`src/rtl/exception_cp0_sequencer.sv`:
```
// rtl/exception_cp0_sequencer.sv - sequences CP0 reads/read-modify-writes for exception entry and ERET
// Walks Status/Cause/EPC/BadVAddr/EBase (or Status/EPC|ErrorEPC) one access per cycle, then pulses a redirect.
module exception_cp0_sequencer (
    input  logic        clk,
    input  logic        rst,
    input  logic        exc_valid,
    input  logic [4:0]  exc_code,
    input  logic [31:0] exc_pc,
    input  logic        exc_in_ds,
    input  logic        exc_has_badvaddr,
    input  logic [31:0] exc_badvaddr,
    input  logic        eret_valid,
    output logic        req_ready,
    output logic        cp0_writeEn,
    output logic [4:0]  cp0_addr,
    output logic [2:0]  cp0_sel,
    output logic [31:0] cp0_writeData,
    input  logic [31:0] cp0_readData,
    output logic        redirect_valid,
    output logic [31:0] redirect_pc
);

    typedef enum logic [3:0] {
        IDLE, E_STATUS, E_CAUSE, E_EPC, E_BADV, E_EBASE, R_STATUS, R_READ, REDIRECT
    } state_t;

    localparam logic [4:0]  REG_BADV     = 5'd8;
    localparam logic [4:0]  REG_STATUS   = 5'd12;
    localparam logic [4:0]  REG_CAUSE    = 5'd13;
    localparam logic [4:0]  REG_EPC      = 5'd14;
    localparam logic [4:0]  REG_EBASE    = 5'd15;
    localparam logic [4:0]  REG_ERROREPC = 5'd30;
    localparam logic [31:0] BEV_VECTOR   = 32'hBFC0_0380;

    state_t      state_q, state_d;
    logic [4:0]  code_q;
    logic [31:0] pc_q;
    logic        in_ds_q;
    logic        has_bv_q;
    logic [31:0] bv_q;
    logic        old_exl_q;
    logic        old_bev_q;
    logic        erl_q, erl_d;
    logic        we_q;
    logic [4:0]  addr_q;
    logic [2:0]  sel_q;
    logic        redirect_valid_q;
    logic [31:0] redirect_pc_q;
    logic        accept;

    // Port controls for the state about to be entered; R_READ needs the ERL seen in R_STATUS.
    function automatic logic [8:0] port_decode(input state_t s, input logic erl);
        logic [8:0] r;
        r = 9'd0;
        case (s)
            E_STATUS: r = {1'b1, REG_STATUS, 3'd0};
            E_CAUSE:  r = {1'b1, REG_CAUSE,  3'd0};
            E_EPC:    r = {1'b1, REG_EPC,    3'd0};
            E_BADV:   r = {1'b1, REG_BADV,   3'd0};
            E_EBASE:  r = {1'b0, REG_EBASE,  3'd1};
            R_STATUS: r = {1'b1, REG_STATUS, 3'd0};
            R_READ:   r = {1'b0, (erl ? REG_ERROREPC : REG_EPC), 3'd0};
            default:  r = 9'd0;
        endcase
        return r;
    endfunction

    assign accept = (state_q == IDLE) && (exc_valid || eret_valid);
    assign erl_d  = (state_q == R_STATUS) ? cp0_readData[2] : erl_q;

    always_comb begin
        state_d = state_q;
        case (state_q)
            IDLE: begin
                if (exc_valid)       state_d = E_STATUS;
                else if (eret_valid) state_d = R_STATUS;
            end
            E_STATUS: state_d = E_CAUSE;
            E_CAUSE: begin
                if (!old_exl_q)    state_d = E_EPC;
                else if (has_bv_q) state_d = E_BADV;
                else               state_d = E_EBASE;
            end
            E_EPC:    state_d = has_bv_q ? E_BADV : E_EBASE;
            E_BADV:   state_d = E_EBASE;
            E_EBASE:  state_d = REDIRECT;
            R_STATUS: state_d = R_READ;
            R_READ:   state_d = REDIRECT;
            REDIRECT: state_d = IDLE;
            default:  state_d = IDLE;
        endcase
    end

    // Write data is the read-modify-write of the register addressed this cycle.
    always_comb begin
        cp0_writeData = 32'd0;
        case (state_q)
            E_STATUS: cp0_writeData = cp0_readData | 32'h0000_0002;
            E_CAUSE: begin
                cp0_writeData      = cp0_readData;
                cp0_writeData[6:2] = code_q;
                if (!old_exl_q) cp0_writeData[31] = in_ds_q;
            end
            E_EPC:    cp0_writeData = in_ds_q ? (pc_q - 32'd4) : pc_q;
            E_BADV:   cp0_writeData = bv_q;
            R_STATUS: cp0_writeData = cp0_readData[2] ? (cp0_readData & ~32'h0000_0004)
                                                      : (cp0_readData & ~32'h0000_0002);
            default:  cp0_writeData = 32'd0;
        endcase
    end

    always_ff @(posedge clk or negedge rst) begin
        if (!rst) begin
            state_q          <= IDLE;
            code_q           <= 5'd0;
            pc_q             <= 32'd0;
            in_ds_q          <= 1'b0;
            has_bv_q         <= 1'b0;
            bv_q             <= 32'd0;
            old_exl_q        <= 1'b0;
            old_bev_q        <= 1'b0;
            erl_q            <= 1'b0;
            we_q             <= 1'b0;
            addr_q           <= 5'd0;
            sel_q            <= 3'd0;
            redirect_valid_q <= 1'b0;
            redirect_pc_q    <= 32'd0;
        end else begin
            state_q                 <= state_d;
            {we_q, addr_q, sel_q}   <= port_decode(state_d, erl_d);
            redirect_valid_q        <= (state_d == REDIRECT);
            case (state_q)
                IDLE: begin
                    if (accept) begin
                        code_q   <= exc_code;
                        pc_q     <= exc_pc;
                        in_ds_q  <= exc_in_ds;
                        has_bv_q <= exc_has_badvaddr;
                        bv_q     <= exc_badvaddr;
                        erl_q    <= 1'b0;
                    end
                end
                E_STATUS: begin
                    old_exl_q <= cp0_readData[1];
                    old_bev_q <= cp0_readData[22];
                end
                E_EBASE:  redirect_pc_q <= old_bev_q ? BEV_VECTOR
                                                     : {cp0_readData[31:12], 12'h180};
                R_STATUS: erl_q <= cp0_readData[2];
                R_READ:   redirect_pc_q <= cp0_readData;
                default: ;
            endcase
        end
    end

    assign req_ready      = (state_q == IDLE) && rst;
    assign cp0_writeEn    = we_q;
    assign cp0_addr       = addr_q;
    assign cp0_sel        = sel_q;
    assign redirect_valid = redirect_valid_q;
    assign redirect_pc    = redirect_pc_q;

endmodule

```
`config.mk`:
```
export PLATFORM = sky130hd
export DESIGN_NAME = exception_cp0_sequencer
export DESIGN_NICKNAME = d
export VERILOG_FILES = /design/src/rtl/exception_cp0_sequencer.sv
export SDC_FILE = /design/constraint.sdc
export NUM_CORES = 1
export LEC_CHECK = 0
export ABC_CLOCK_PERIOD_IN_PS = 5250
export CORE_MARGIN = 4
export CORE_UTILIZATION = 41
export CTS_CLUSTER_SIZE = 28
export DETAILED_ROUTE_END_ITERATION = 16
export PLACE_DENSITY = 0.7
export SYNTH_ARGS = -nofsm -noshare
export SYNTH_HDL_FRONTEND = slang
export SYNTH_SLANG_ARGS = --single-unit
```
`constraint.sdc`:
```
create_clock -name clk -period 5.25 [get_ports clk]
set_input_delay 0.525 -clock clk [delete_from_list [all_inputs] [get_ports clk]]
set_output_delay 0.525 -clock clk [all_outputs]
set_load 0.05 [all_outputs]
```
==> results of run 1 <==
## flip-flops by register name (all words and copies together) (netlist names), 4 cells and up
| signal | flops |
|---|---|
| pc_q | 32 |
| cp0_addr | 5 |
| redirect_pc | 32 |
| state_q | 4 |
| code_q | 5 |
| bv_q | 32 |
## how the worst min path moves through the flow
stage	end	slack, ns	depth (start not counted)	startpoint
6_report	bv_q[17]	0.17	1	rst
5_1_grt	bv_q[17]	0.22	1	rst
4_1_cts	bv_q[16]	0.19	1	rst
3_5_place_dp	redirect_pc[6]	0.45	2	redirect_pc[6]
3_3_place_gp	redirect_pc[3]	0.45	2	redirect_pc[3]
2_1_floorplan	bv_q[0]	0.23	0	rst
## metrics by stage
step                      setup WS [ns]  utilization, %  hold slack [ns]  instance area, sq um  std cells
after global placement             1.53            56.6            0.448                  7500        827
after detailed placement           1.50            56.6            0.455                  7500        827
after CTS                          1.05            60.9            0.188                  8070        858
final                              1.09            60.9            0.169                  8070        858
after global routing              0.873            60.9            0.225                  8070        858
after floorplan                    1.63               -            0.229                  5560        498
## cells in the final DEF, fill, tap and decap left out, drive strengths merged, types with 3 or more instances in the layout
master           n
clkdlybuf4s50  178
inv             10
o22a             9
nand2b           8
nand2           39
nor3            10
o21ai           44
clkbuf          29
nor2            16
or3              3
mux2i            3
or4              7
a22oi           22
mux2            70
nor4             6
buf              7
xnor2           12
dfrtp          117
a221oi           4
nand3           17
a22o            11
a21oi           11
a222oi           3
xor2            13
and3             4
nor2b            4
## cell families after synthesis
kind of cell | after synthesis | synth area share (%)
adders and majority gates | 1 | 0.225
DFF | 117 | 52.7
other | 1 | 0.0674
AOI/OAI and AO/OA | 114 | 13.7
muxes | 73 | 14.7
and+or+nand+nor | 124 | 11.5
buffers and inverters | 42 | 3.13
xor gates and xnor gates | 25 | 3.94
## area by class of cell
type | count | area (sq um) | area share [%]
clock buffers | 29 | 561 | 6.95
well taps | 176 | 220 | 2.73
inverters | 10 | 37.5 | 0.465
flip-flops and latches | 117 | 2930 | 36.3
multi-input cells | 339 | 2480 | 30.7
repair buffers | 185 | 1830 | 22.7
clock inverters | 2 | 10.0 | 0.124
## critical path: cells and delay by family (launching register included)
| kind | cells | cell delay [ns] |
|---|---|---|
| xor gates and xnor gates | 1 | 0.15 |
| and+or+nand+nor | 3 | 1.67 |
| buffers and inverters | 1 | 0.82 |
| AOI/OAI and AO/OA | 1 | 0.14 |
| DFF | 1 | 0.43 |
## power by group through the flow
stage	combinational (W)	clock, W	sequential (W)
after floorplan	0.00190	0	0.00202
after global placement	0.00328	0	0.00167
after detailed placement	0.00333	0	0.00170
after CTS	0.00334	0.00111	0.00169
after global routing	0.00353	0.00116	0.00176
final	0.00332	0.00109	0.00170
## routing by layer
layer / GRT usage, % / vias to the layer above / wire length (microns)
met5: 0 / - / 0
met4: 8.58 / 0 / 430
met3: 9.05 / 32 / 1440
met2: 34.2 / 198 / 8000
met1: 26.6 / 2345 / 6820
li1: - / 2149 / -
==> run summary, run 1 <==
RUN STATUS
-------------------------------------------------------------------------------------
Run status                                                               finished clean

SYNTHESIS
-------------------------------------------------------------------------------------
Number of distinct library cells after synthesis                                   46
Most used standard cell by instance count after synthesis                     dfrtp_1
Combined area of all synthesized cells                                     5560 sq um
Part of the Yosys area used for sequential elements                             52.7%
Synthesized flop and latch total                                                  117
Cell types with the highest counts after synthesis                       dfrtp_1 (117), mux2_2 (70), o21ai_0 (41)
FFs w/ async S/R, synth                                                          100%
EDFF count, synth                                                                   0
Most used flip-flop cell after synthesis                                      dfrtp_1
Top cell type's share of synthesized area                                       52.7%
Syn. warnings                                                                       0
Library cell occupying the most area in the post-synthesis netlist            dfrtp_1
Post-synthesis area per instance                                           11.2 sq um
Synth top area cells                                                     dfrtp_1 (53%), mux2_2 (14%), o21ai_0 (3.7%)
Syn Inst Count                                                                    497

GLOBAL ROUTING
-------------------------------------------------------------------------------------
Global router's overall resource usage                                          21.7%
Overall overflow remaining after global route                                       0
Number of antenna violations at the first check in global routing                   0
Number of global-route vias before repair                                        5066
Pin count of the biggest net entering global routing                               74
First-pass GRT wire length                                                    26.9 mm

ROUTE
-------------------------------------------------------------------------------------
Average wire length per cell after detail routing                        19.5 microns
Post-detailed-routing wire length                                             16.7 mm
Count of routing violations after the opening detailed-route iteration            422
First-pass iteration count of the detailed router                                   5
Number of nets with antenna violations after detailed routing                       0
Vias post-DR                                                                     4724
Via-per-instance ratio                                                           5.51
Number of DRC violations after detailed routing                                     0

TIMING
-------------------------------------------------------------------------------------
Worst-case headroom to the max-slew limit                                       28.6%
Final Critical Period                                                         4.16 ns
Worst-margin pin slew                                                         1.07 ns
Fin. Hold Viols                                                                     0
Peak Freq                                                                     240 MHz
Number of slew-limit violations in the final report                                 0
Setup TNS                                                                        0 ns
Worst-case clock skew                                                       0.0108 ns
RSZ-0062 raised after global routing                                            false
Final clock period utilization by the worst path                                79.2%
Final setup violating endpoints                                                     0

POWER AND IR DROP
-------------------------------------------------------------------------------------
Leak                                                                          3.29 nW
Internal power consumption                                                  0.00334 W
Power density of the placed cells                                         757 nW/um^2
Power after layout                                                          0.00611 W
Highest ir drop seen on vdd                                                  0.525 mV
Part of the total power dissipated in the clock network                         17.9%
Combinational share of power                                                    54.4%
Net Sw Frac                                                                     45.3%
Net Switching                                                               0.00277 W
Power share of the sequential group                                             27.8%

CLOCK NETWORK
-------------------------------------------------------------------------------------
Inserted Clock Buffers                                                             17
Post-CTS repair timing setup buffer count                                           0
Num Clock Sinks                                                                   117
Clk_lat worst skew                                                            0.42 ns
Number of hold buffers added after cts                                              0
TritonCTS clock tree                                                              yes
Clock slew seen by the registers of the worst setup and hold paths            0.05 ns
CTS H-Tree Depth                                                                    4
CTS resizes                                                                         0
Clock root buffer                                                           clkbuf_16
Bufs on Longest Clock Path                                                          2

LAYOUT
-------------------------------------------------------------------------------------
Net count of the finished layout                                                  778
Area growth from synthesis to layout                                            45.1%
Share of cells above drive strength 1                                           16.6%
Count of inserted antenna diode cells                                               0
Count of filler cells inserted in the layout                                     1119

WORST SETUP PATH
-------------------------------------------------------------------------------------
Cell with the most instances on the worst path                                  or4_4
Critical Path, Cell by Cell                                              or4_4, or4_4, or4_4, xor2_1, o21ai_1, clkdlybuf4s50_1
Worst Reg2Reg Path Length in Cells                                                  5
Largest stage delay on the critical path                                      0.82 ns
Worst-path fanout max                                                               8
CP Launch Type                                                               register
Destination of the critical timing path                                  cp0_writeData[31]
Crit path launch                                                             pc_q[11]
Cell with the biggest individual delay on the critical path              clkdlybuf4s50_1
Data required time at the worst endpoint                                      4.72 ns
Reg-to-reg startpoint                                                      state_q[2]
Worst R2R End                                                            redirect_pc[29]
Arrival time worst endpoint                                                   3.63 ns
Worst R2R Setup Slack                                                         2.30 ns
Crit end category                                                        primary output
Startpoint-to-endpoint class of the critical path                        register to primary output

FLOORPLAN
-------------------------------------------------------------------------------------
DIE HEIGHT                                                                124 microns
Row count                                                                          42
Overall die width                                                         124 microns
Core region area                                                          13200 sq um
Starting density of the core                                                    42.0%
Die area                                                                  15500 sq um
Count of pins on the block boundary                                               182

PLACED DESIGN
-------------------------------------------------------------------------------------
Port Buffers                                                                      179
Routability congestion estimate from global placement                           0.817
DPL Wire Length                                                               11.7 mm

WORST HOLD PATH
-------------------------------------------------------------------------------------
Class of the tightest hold or removal check                              input port to asynchronous set/reset pin

FLOW RUN
-------------------------------------------------------------------------------------
Max-cap violation count                                                             0

Power figures use the tool's default switching activity.
==> inputs of run 2 (changes only) <==
ABC_CLOCK_PERIOD_IN_PS = 3500   (was 5250)
PLACE_DENSITY = 0.72   (was 0.7)
clock period = 3.5 ns   (was 5.25 ns; I/O delays follow)
==> run summary, run 2 (synthesized netlist as in run 1, its figures left out) <==
FLOORPLAN
-------------------------------------------------------------------------------------
Die area                                                                  15500 sq um
Row count                                                                          42
Core region area                                                          13200 sq um
Overall die width                                                         124 microns
Starting density of the core                                                    42.0%
Count of pins on the block boundary                                               182
DIE HEIGHT                                                                124 microns

PLACED DESIGN
-------------------------------------------------------------------------------------
Total cell area at the placement stage                                     7860 sq um
DPL Wire Length                                                               11.9 mm
Port Buffers                                                                      179
Routability congestion estimate from global placement                           0.814

WORST SETUP PATH
-------------------------------------------------------------------------------------
Data required time at the worst endpoint                                      3.15 ns
Reg-to-reg startpoint                                                      state_q[2]
Critical Path, Cell by Cell                                              or4_4, or4_4, or4_4, xor2_1, o21ai_2, buf_12
Worst R2R Setup Slack                                                         1.01 ns
Largest stage delay on the critical path                                      0.59 ns
Worst Reg2Reg Path Length in Cells                                                  6
Cell with the biggest individual delay on the critical path                     or4_4
Startpoint-to-endpoint class of the critical path                        register to primary output
Worst-path fanout max                                                               8
Worst R2R End                                                            redirect_pc[25]
Kind of cell with the highest combined delay on the critical path        simple AND/OR/NAND/NOR gates
CP Buf/Inv Count                                                                    1
Arrival time worst endpoint                                                   3.02 ns
CP Launch Type                                                               register
Cell with the most instances on the worst path                                  or4_4
Crit end category                                                        primary output

LAYOUT
-------------------------------------------------------------------------------------
Most common cell after layout, fill and taps aside                       clkdlybuf4s50_1
Share of cells above drive strength 1                                           22.7%
Net count of the finished layout                                                  786
Final design instance area without fill                                    8540 sq um
Layout Utilization                                                              64.5%
Most frequent cells in the layout                                        clkdlybuf4s50_1 (148), dfrtp_1 (117), mux2_2 (70)
Area growth from synthesis to layout                                            53.6%
Count of inserted antenna diode cells                                               0

ROUTE
-------------------------------------------------------------------------------------
Met3 Wirelength                                                               1.17 mm
Post-route met1 wirelength                                                    6.88 mm
Post-detailed-routing wire length                                             16.5 mm
Number of DRC violations after detailed routing                                     0
First-pass iteration count of the detailed router                                   4
Average wire length per cell after detail routing                        19.0 microns
Number of nets with antenna violations after detailed routing                       0
Highest metal layer with signal wires                                            met5
Count of routing violations after the opening detailed-route iteration            365
Via-per-instance ratio                                                           5.38
Met2 WL                                                                       8.08 mm
Vias post-DR                                                                     4667

TIMING
-------------------------------------------------------------------------------------
Number of slew-limit violations in the final report                                 0
Worst-case headroom to the max-slew limit                                       40.5%
Final setup violating endpoints                                                     0
Setup TNS                                                                        0 ns
Fin. Hold Viols                                                                     0
Tightest hold margin                                                        0.0832 ns
Worst-case clock skew                                                      0.00619 ns
Peak Freq                                                                     297 MHz
Worst-margin pin slew                                                        0.886 ns
Final clock period utilization by the worst path                                96.3%
RSZ-0062 raised after global routing                                            false
Final Critical Period                                                         3.37 ns

POWER AND IR DROP
-------------------------------------------------------------------------------------
Power share of the sequential group                                             25.3%
Combinational share of power                                                    55.3%
Part of the total power dissipated in the clock network                         19.4%
Internal power consumption                                                  0.00583 W
Leak                                                                          3.52 nW
Power density of the placed cells                                        1190 nW/um^2
Net Switching                                                               0.00434 W
Highest ir drop seen on vdd                                                  0.698 mV
Net Sw Frac                                                                     42.7%

GLOBAL ROUTING
-------------------------------------------------------------------------------------
First-pass GRT wire length                                                    26.3 mm
Number of global-route vias before repair                                        4861
Pin count of the biggest net entering global routing                               60
Number of antenna violations at the first check in global routing                   1
Overall overflow remaining after global route                                       0
Global router's overall resource usage                                          21.4%

CLOCK NETWORK
-------------------------------------------------------------------------------------
TritonCTS clock tree                                                              yes
Clock root buffer                                                           clkbuf_16
Num Clock Sinks                                                                   117
Clock slew seen by the registers of the worst setup and hold paths            0.05 ns
Inserted Clock Buffers                                                             17
Clk_lat worst skew                                                            0.42 ns
Post-CTS repair timing setup buffer count                                           0
Bufs on Longest Clock Path                                                          2
CTS H-Tree Depth                                                                    4

WORST HOLD PATH
-------------------------------------------------------------------------------------
Class of the tightest hold or removal check                              input port to asynchronous set/reset pin

RUN STATUS
-------------------------------------------------------------------------------------
Run status                                                               finished clean

FLOW RUN
-------------------------------------------------------------------------------------
Max-cap violation count                                                             0

-- run 2: cell types whose count changed in the layout (fill, tap and decap cells not counted), moves of 2 or more --
cell | previous run | this run
buf_4 | 7 | 15
clkinvlp_4 | 0 | 3
clkbuf_8 | 9 | 1
bufinv_16 | 0 | 6
clkbuf_1 | 3 | 0
buf_12 | 0 | 30
clkdlybuf4s50_1 | 178 | 148
clkinv_2 | 2 | 4
-- run 2: worst register-to-register path, cell delays in order, from the launching register on --
cell and delay, ns:
dfrtp_1 0.65, nand2_1 0.09, or2_2 0.54, inv_1 0.12, buf_4 0.29, o21ai_1 0.39, o22a_1 0.30
-- run 2: repair_timing --
action | in CTS | in global routing
hold buffers | 0 | 0
gates resized for setup | 0 | 2
setup endpoints to repair | 0 | 4
-- run 2: layer usage --
layer	vias up	global-route usage [%]
li1	2184	-
met1	2276	27.1
met2	175	34.5
met3	30	6.60
met4	2	7.87
met5	-	0
-- run 2: how the worst max path moves through the flow --
stage / startpoint / slack (ns) / depth (start not counted) / endpoint
6_report: pc_q[11] / 0.13 / 6 / cp0_writeData[31]
5_1_grt: pc_q[11] / 0.06 / 6 / cp0_writeData[28]
4_1_cts: pc_q[11] / 0.04 / 6 / cp0_writeData[31]
3_5_place_dp: pc_q[11] / 0.52 / 6 / cp0_writeData[31]
3_3_place_gp: pc_q[11] / 0.51 / 6 / cp0_writeData[31]
2_1_floorplan: pc_q[11] / 0.06 / 6 / cp0_writeData[28]
-- run 2: final cells by class --
class,count,area [sq um]
Timing Repair Buffer,193,2190
Clock inverter,14,231
Clock buffer,18,439
Sequential cell,117,2930
Tap cell,176,220
Fill cell,1018,4700
Multi-Input combinational cell,339,2490
Inverter,10,37.5
-- run 2: power groups by stage --
stage               logic (W)  clock network [W]  registers [W]
floorplan             0.00286                  0        0.00303
global placement      0.00557                  0        0.00253
detailed placement    0.00563                  0        0.00257
CTS                   0.00566            0.00200        0.00256
global route          0.00593            0.00206        0.00266
finish                0.00562            0.00197        0.00257
-- run 2: through the flow --
| step | setup WS, ns | power (W) | std cells |
|---|---|---|---|
| 3_5_place_dp | 0.518 | 0.00820 | 835 |
| 3_3_place_gp | 0.506 | 0.00810 | 835 |
| 2_1_floorplan | 0.0552 | 0.00588 | 498 |
| 4_1_cts | 0.0380 | 0.0102 | 867 |
| 5_1_grt | 0.0575 | 0.0107 | 867 |
| 6_report | 0.131 | 0.0102 | 867 |
==> inputs of run 3 (changes only) <==
ABC_CLOCK_PERIOD_IN_PS = 3000   (was 3500)
clock period = 3 ns   (was 3.5 ns; I/O delays follow)
==> run summary, run 3 (synthesized netlist as in run 1, its figures left out) <==
TIMING
-------------------------------------------------------------------------------------
RSZ-0062 raised after global routing                                             true
Final setup violating endpoints                                                     3
Final Critical Period                                                         3.11 ns
Final clock period utilization by the worst path                                 104%
Worst-margin pin slew                                                         1.11 ns
Worst-case headroom to the max-slew limit                                       25.8%
Fin. Hold Viols                                                                     0
PnR worst setup slack                                                       -0.113 ns
Tightest hold margin                                                         0.368 ns
Number of slew-limit violations in the final report                                 0
Peak Freq                                                                     321 MHz
Worst-case clock skew                                                      0.00878 ns

POWER AND IR DROP
-------------------------------------------------------------------------------------
Highest ir drop seen on vdd                                                  0.762 mV
Power density of the placed cells                                        1360 nW/um^2
Combinational share of power                                                    58.2%
Internal power consumption                                                  0.00672 W
Net Sw Frac                                                                     43.1%
Part of the total power dissipated in the clock network                         16.7%
Leak                                                                          3.60 nW
Net Switching                                                               0.00510 W
Power after layout                                                           0.0118 W
Power share of the sequential group                                             25.1%

FLOORPLAN
-------------------------------------------------------------------------------------
Die area                                                                  15500 sq um
Starting density of the core                                                    42.0%
Core region area                                                          13200 sq um
DIE HEIGHT                                                                124 microns
Overall die width                                                         124 microns
Row count                                                                          42
Count of pins on the block boundary                                               182

ROUTE
-------------------------------------------------------------------------------------
First-pass iteration count of the detailed router                                   5
Number of DRC violations after detailed routing                                     0
Via-per-instance ratio                                                           5.43
Vias post-DR                                                                     4776
Post-detailed-routing wire length                                             16.7 mm
Number of nets with antenna violations after detailed routing                       0
Average wire length per cell after detail routing                        19.0 microns
Count of routing violations after the opening detailed-route iteration            303

WORST SETUP PATH
-------------------------------------------------------------------------------------
Cell with the most instances on the worst path                                  or4_4
Kind of cell with the highest combined delay on the critical path        simple AND/OR/NAND/NOR gates
Cell with the biggest individual delay on the critical path                     or4_4
Data required time at the worst endpoint                                      2.70 ns
CP Launch Type                                                               register
Largest stage delay on the critical path                                      0.58 ns
Worst-path fanout max                                                               4
Critical Path, Cell by Cell                                              or4_4, or4_4, or4_4, xor2_2, o21ai_2, buf_12
Crit end category                                                        primary output
Startpoint-to-endpoint class of the critical path                        register to primary output
CP Buf/Inv Count                                                                    1
Arrival time worst endpoint                                                   2.81 ns

CLOCK NETWORK
-------------------------------------------------------------------------------------
Clk_lat worst skew                                                            0.42 ns
Inserted Clock Buffers                                                             17
Clock root buffer                                                           clkbuf_16
CTS H-Tree Depth                                                                    4
TritonCTS clock tree                                                              yes
Clock slew seen by the registers of the worst setup and hold paths            0.06 ns
Bufs on Longest Clock Path                                                          2
Num Clock Sinks                                                                   117

GLOBAL ROUTING
-------------------------------------------------------------------------------------
Overall overflow remaining after global route                                       0
Global router's overall resource usage                                          21.8%
Number of antenna violations at the first check in global routing                   0
Pin count of the biggest net entering global routing                               87
First-pass GRT wire length                                                    26.8 mm
Number of global-route vias before repair                                        5030

RUN STATUS
-------------------------------------------------------------------------------------
Violated checks                                                          setup timing
Run status                                                               finished, violations left

LAYOUT
-------------------------------------------------------------------------------------
Final design instance area without fill                                    8710 sq um
Count of filler cells inserted in the layout                                     1011
Area taken by flip-flops and latches                                       2930 sq um
Net count of the finished layout                                                  799
Most frequent cells in the layout                                        clkdlybuf4s50_1 (146), dfrtp_1 (113), mux2_2 (70)
Count of inserted antenna diode cells                                               0
Share of cells above drive strength 1                                           26.7%
Total area of multi-input combinational cells                              2620 sq um
Non-filler cells, final                                                           879
Most common cell after layout, fill and taps aside                       clkdlybuf4s50_1
Area growth from synthesis to layout                                            56.6%

PLACED DESIGN
-------------------------------------------------------------------------------------
Total cell area at the placement stage                                     7920 sq um
DPL Wire Length                                                               12.0 mm
Worst setup slack after placement                                            0.140 ns
Port Buffers                                                                      179
Placed Instances                                                                  839
Routability congestion estimate from global placement                           0.831

FLOW RUN
-------------------------------------------------------------------------------------
Max-cap violation count                                                             0

WORST HOLD PATH
-------------------------------------------------------------------------------------
Class of the tightest hold or removal check                              input port to asynchronous set/reset pin

run 3: cell count changes in the layout (fill, tap and decap cells not counted), moves of 3 or more:
cell / change
bufinv_16: -5
clkinvlp_4: -3
clkinv_2: -3
dfrtp_2: +4
o21ai_0: -13
buf_4: +11
clkbuf_1: +4
clkbuf_8: +7
o21ai_2: +6
dfrtp_1: -4
o21ai_1: +7
run 3: layout make-up:
cell class	count	area share (%)
Multi-Input combinational cell	339	30.0
Timing Repair Buffer	206	26.6
Tap cell	176	2.53
Clock inverter	2	0.402
Inverter	10	0.431
Sequential cell	117	33.7
Clock buffer	29	6.32
run 3: through the flow:
stage	utilization, %	TNS [ns]
after detailed placement	59.8	0
after floorplan	-	-0.0214
after global placement	59.8	0
final	65.8	-0.182
after global routing	65.8	-0.923
after CTS	65.2	-0.358
run 3: worst paths after layout:
check / slack (ns) / depth (start not counted) / startpoint / end
setup / recovery: -0.11 / 6 / pc_q[24] / cp0_writeData[31]
hold / removal: 0.37 / 2 / rst / cp0_addr[1]
setup reg to reg: 0.49 / 4 / state_q[3] / redirect_pc[24]
hold reg to reg: 0.47 / 2 / redirect_pc[0] / redirect_pc[0]
max in group asynchronous: 1.09 / 3 / rst / pc_q[19]
min in group clk: 0.45 / 3 / exc_pc[3] / pc_q[3]
run 3: worst register-to-register path, stage by stage, from the launching register on:
cell and delay [ns]:
dfrtp_1 0.61, or2_2 0.62, inv_1 0.40, o21ai_1 0.55, o22a_1 0.26
run 3: per-layer routing:
metal / GRT usage [%] / vias up / share of wire (%)
met3: 7.76 / 19 / 6.9
li1: - / 2207 / -
met5: 0 / - / 0
met4: 6.32 / 0 / 1.4
met2: 36.5 / 187 / 51
met1: 26.4 / 2363 / 41
run 3: power groups by stage:
stage	clock network (W)	logic [W]	registers, W
2_1_floorplan	0	0.00336	0.00353
3_3_place_gp	0	0.00665	0.00292
3_5_place_dp	0	0.00671	0.00297
4_1_cts	0.00201	0.00687	0.00294
5_1_grt	0.00209	0.00723	0.00306
6_report	0.00198	0.00687	0.00297
run 3: repair_timing:
action                                  4_1_cts  5_1_grt
setup buffers                                 7        1
endpoints found under the hold margin        31        0
endpoints found under the setup margin       10       14
gates resized for setup                      15       15
pin swaps                                     5        6
cloned                                        0        0
hold buffers                                  1        0
==> variant: new RTL, config.mk and constraints of run 1 <==
The output `redirect_valid` loses its register stage (`redirect_valid_q` becomes a continuous assignment).
--- a/src/rtl/exception_cp0_sequencer.sv
+++ b/src/rtl/exception_cp0_sequencer.sv
@@ -123,12 +123,10 @@
             we_q             <= 1'b0;
             addr_q           <= 5'd0;
             sel_q            <= 3'd0;
-            redirect_valid_q <= 1'b0;
             redirect_pc_q    <= 32'd0;
         end else begin
             state_q                 <= state_d;
             {we_q, addr_q, sel_q}   <= port_decode(state_d, erl_d);
-            redirect_valid_q        <= (state_d == REDIRECT);
             case (state_q)
                 IDLE: begin
                     if (accept) begin
@@ -153,6 +151,8 @@
         end
     end
 
+    assign redirect_valid_q = (state_d == REDIRECT);
+
     assign req_ready      = (state_q == IDLE) && rst;
     assign cp0_writeEn    = we_q;
     assign cp0_addr       = addr_q;
Formal check against the unedited RTL: not equivalent (Yosys sat finds a counterexample within 4 cycles, from zero or initial values and one cycle with rst low).
==> variant against run 1 <==
  * Non-clock buffer count increased by 1
  * Worst hold slack got worse by 75 ps
  * Utilization decreased by 0.13 points
  * Sequential cell count decreased by 1
  * Routed wire length decreased by 0.82%
  * Design area decreased by 0.22%
  * Setup slack got worse by 57 ps
  * Via count decreased by 1.3%
  * Area after synthesis decreased by 0.45%
  * Power about the same
  * Die area decreased by 0.42%
  * Critical path depth unchanged
  * Register-to-register slack improved by 50 ps
  * Critical path type unchanged
==> variant: results (changes against run 1) <==
Clock Pin Slew Worst Setup and Hold Paths 50 ps (about the same); final setup fails 0 (unchanged); first-pass GRT wire length 26.0 mm (was 26.9 mm); CTS root buffer clkbuf_16 (unchanged); Netlist cell types 46 (unchanged); Max IR drop VDD 0.480 mV (was 0.525 mV); port bufs 179 (unchanged); max-slew violation count 0 (unchanged); Post-Route WL 16.6 mm (was 16.7 mm); First DRT Iteration DRCs 265 (was 422); initial antenna violation count 0 (unchanged); DP Worst Slack 1480 ps (was 1500 ps); synth cell count leaders 116 x dfrtp_1, 70 x mux2_2, 41 x o21ai_0 (was 117 x dfrtp_1, 70 x mux2_2, 41 x o21ai_0); YS warnings 0 (unchanged); NumNets Final 778 (unchanged); vias in the first global route 4911 (was 5066); H-tree levels 4 (unchanged); Hold Crit Class in -> async (unchanged); synth top area cells dfrtp_1 52%, mux2_2 14%, o21ai_0 3.7% (was dfrtp_1 53%, mux2_2 14%, o21ai_0 3.7%); leak pwr 3.28 nW (was 3.29 nW); Worst Reg2Reg Path Length in Cells 5 (unchanged); share of cells above drive strength 1 0.164 (was 0.166); FFs w/ async S/R, synth 1.00 (unchanged); CTS Buf Count 17 (unchanged); post_cts resized 0 (unchanged); GRT Total Usage 0.224 (was 0.217); Layout fillers 1106 (was 1119); drt wl/cell 19.3 um (was 19.5 um); ANT cells 0 (unchanged); Initial DRT Pass Iterations 6 (was 5); Vias 4663 (was 4724); Seq/Total Area, Yosys 0.524 (was 0.527); CTS max path bufs 2 (unchanged); CP Max Fanout 8 (unchanged); postcts setup bufs 0 (unchanged); status complete, no violations (unchanged); GPL Wtd Cong 0.872 (was 0.817); Slew @ Worst Pin 1060 ps (was 1070 ps); largest net degree at the start of global routing 77 (was 74); Worst Skew 8.35 ps (was 10.8 ps); Synth Instances 496 (was 497); HPWL Detailed 12.0 mm (was 11.7 mm); Clock Latency Late Sink 420 ps (about the same)
## variant: cell families (layout without fill, tap and decap cells)
logic type      count (synthesis)  after routing  synth area share
compound gates                114            114             0.138
other cells                     1              2          0.000677
fa+ha+maj                       1              1           0.00226
flops                         116            116             0.524
xor+xnor                       25             25            0.0396
buf+inv                        42            228            0.0314
mux                            73             73             0.148
simple gates                  124            124             0.116
## variant: worst max-delay path, stage by stage, from the launching register on
cell and delay [ps]:
dfrtp_1 420, or4_4 580, or4_4 600, or4_4 510, xor2_1 160, o21ai_1 160, clkdlybuf4s50_1 840
## variant: path summary, 6_finish.rpt
path | start | endpoint | slack [ps]
setup / recovery | pc_q[11] | cp0_writeData[31] | 1030
hold / removal | rst | redirect_pc[16] | 90
setup reg to reg | state_q[2] | redirect_pc[26] | 2350
hold reg to reg | redirect_pc[6] | redirect_pc[6] | 460
max in group asynchronous | rst | cp0_addr[3] | 3750
min in group clk | redirect_pc[6] | redirect_pc[6] | 460
## variant: power breakdown
part           total, mW  leakage [nW]  switching (mW)  internal [mW]
logic               3.30          1.61            2.01           1.29
registers           1.69          1.39           0.360           1.33
clock network       1.12         0.282           0.391          0.725
total               6.11          3.28            2.76           3.35
## variant: stage by stage
step                utilization  area (um^2)
floorplan                     -         5540
global placement          0.565         7480
detailed placement        0.565         7480
CTS                       0.608         8050
global route              0.608         8050
finish                    0.608         8050
## variant: layout make-up
class	count	area, um^2	area share
flip-flops and latches	116	2900	0.361
clock buffers	29	531	0.0659
clock inverters	3	40.0	0.00497
inverters	10	37.5	0.00466
well taps	176	220	0.0274
repair buffers	186	1840	0.229
multi-input cells	339	2480	0.308
## variant: layer usage
metal,global-route usage,share of wire
met1,0.281,0.41
met3,0.0867,0.085
met2,0.360,0.49
met4,0.0643,0.016
met5,0,0
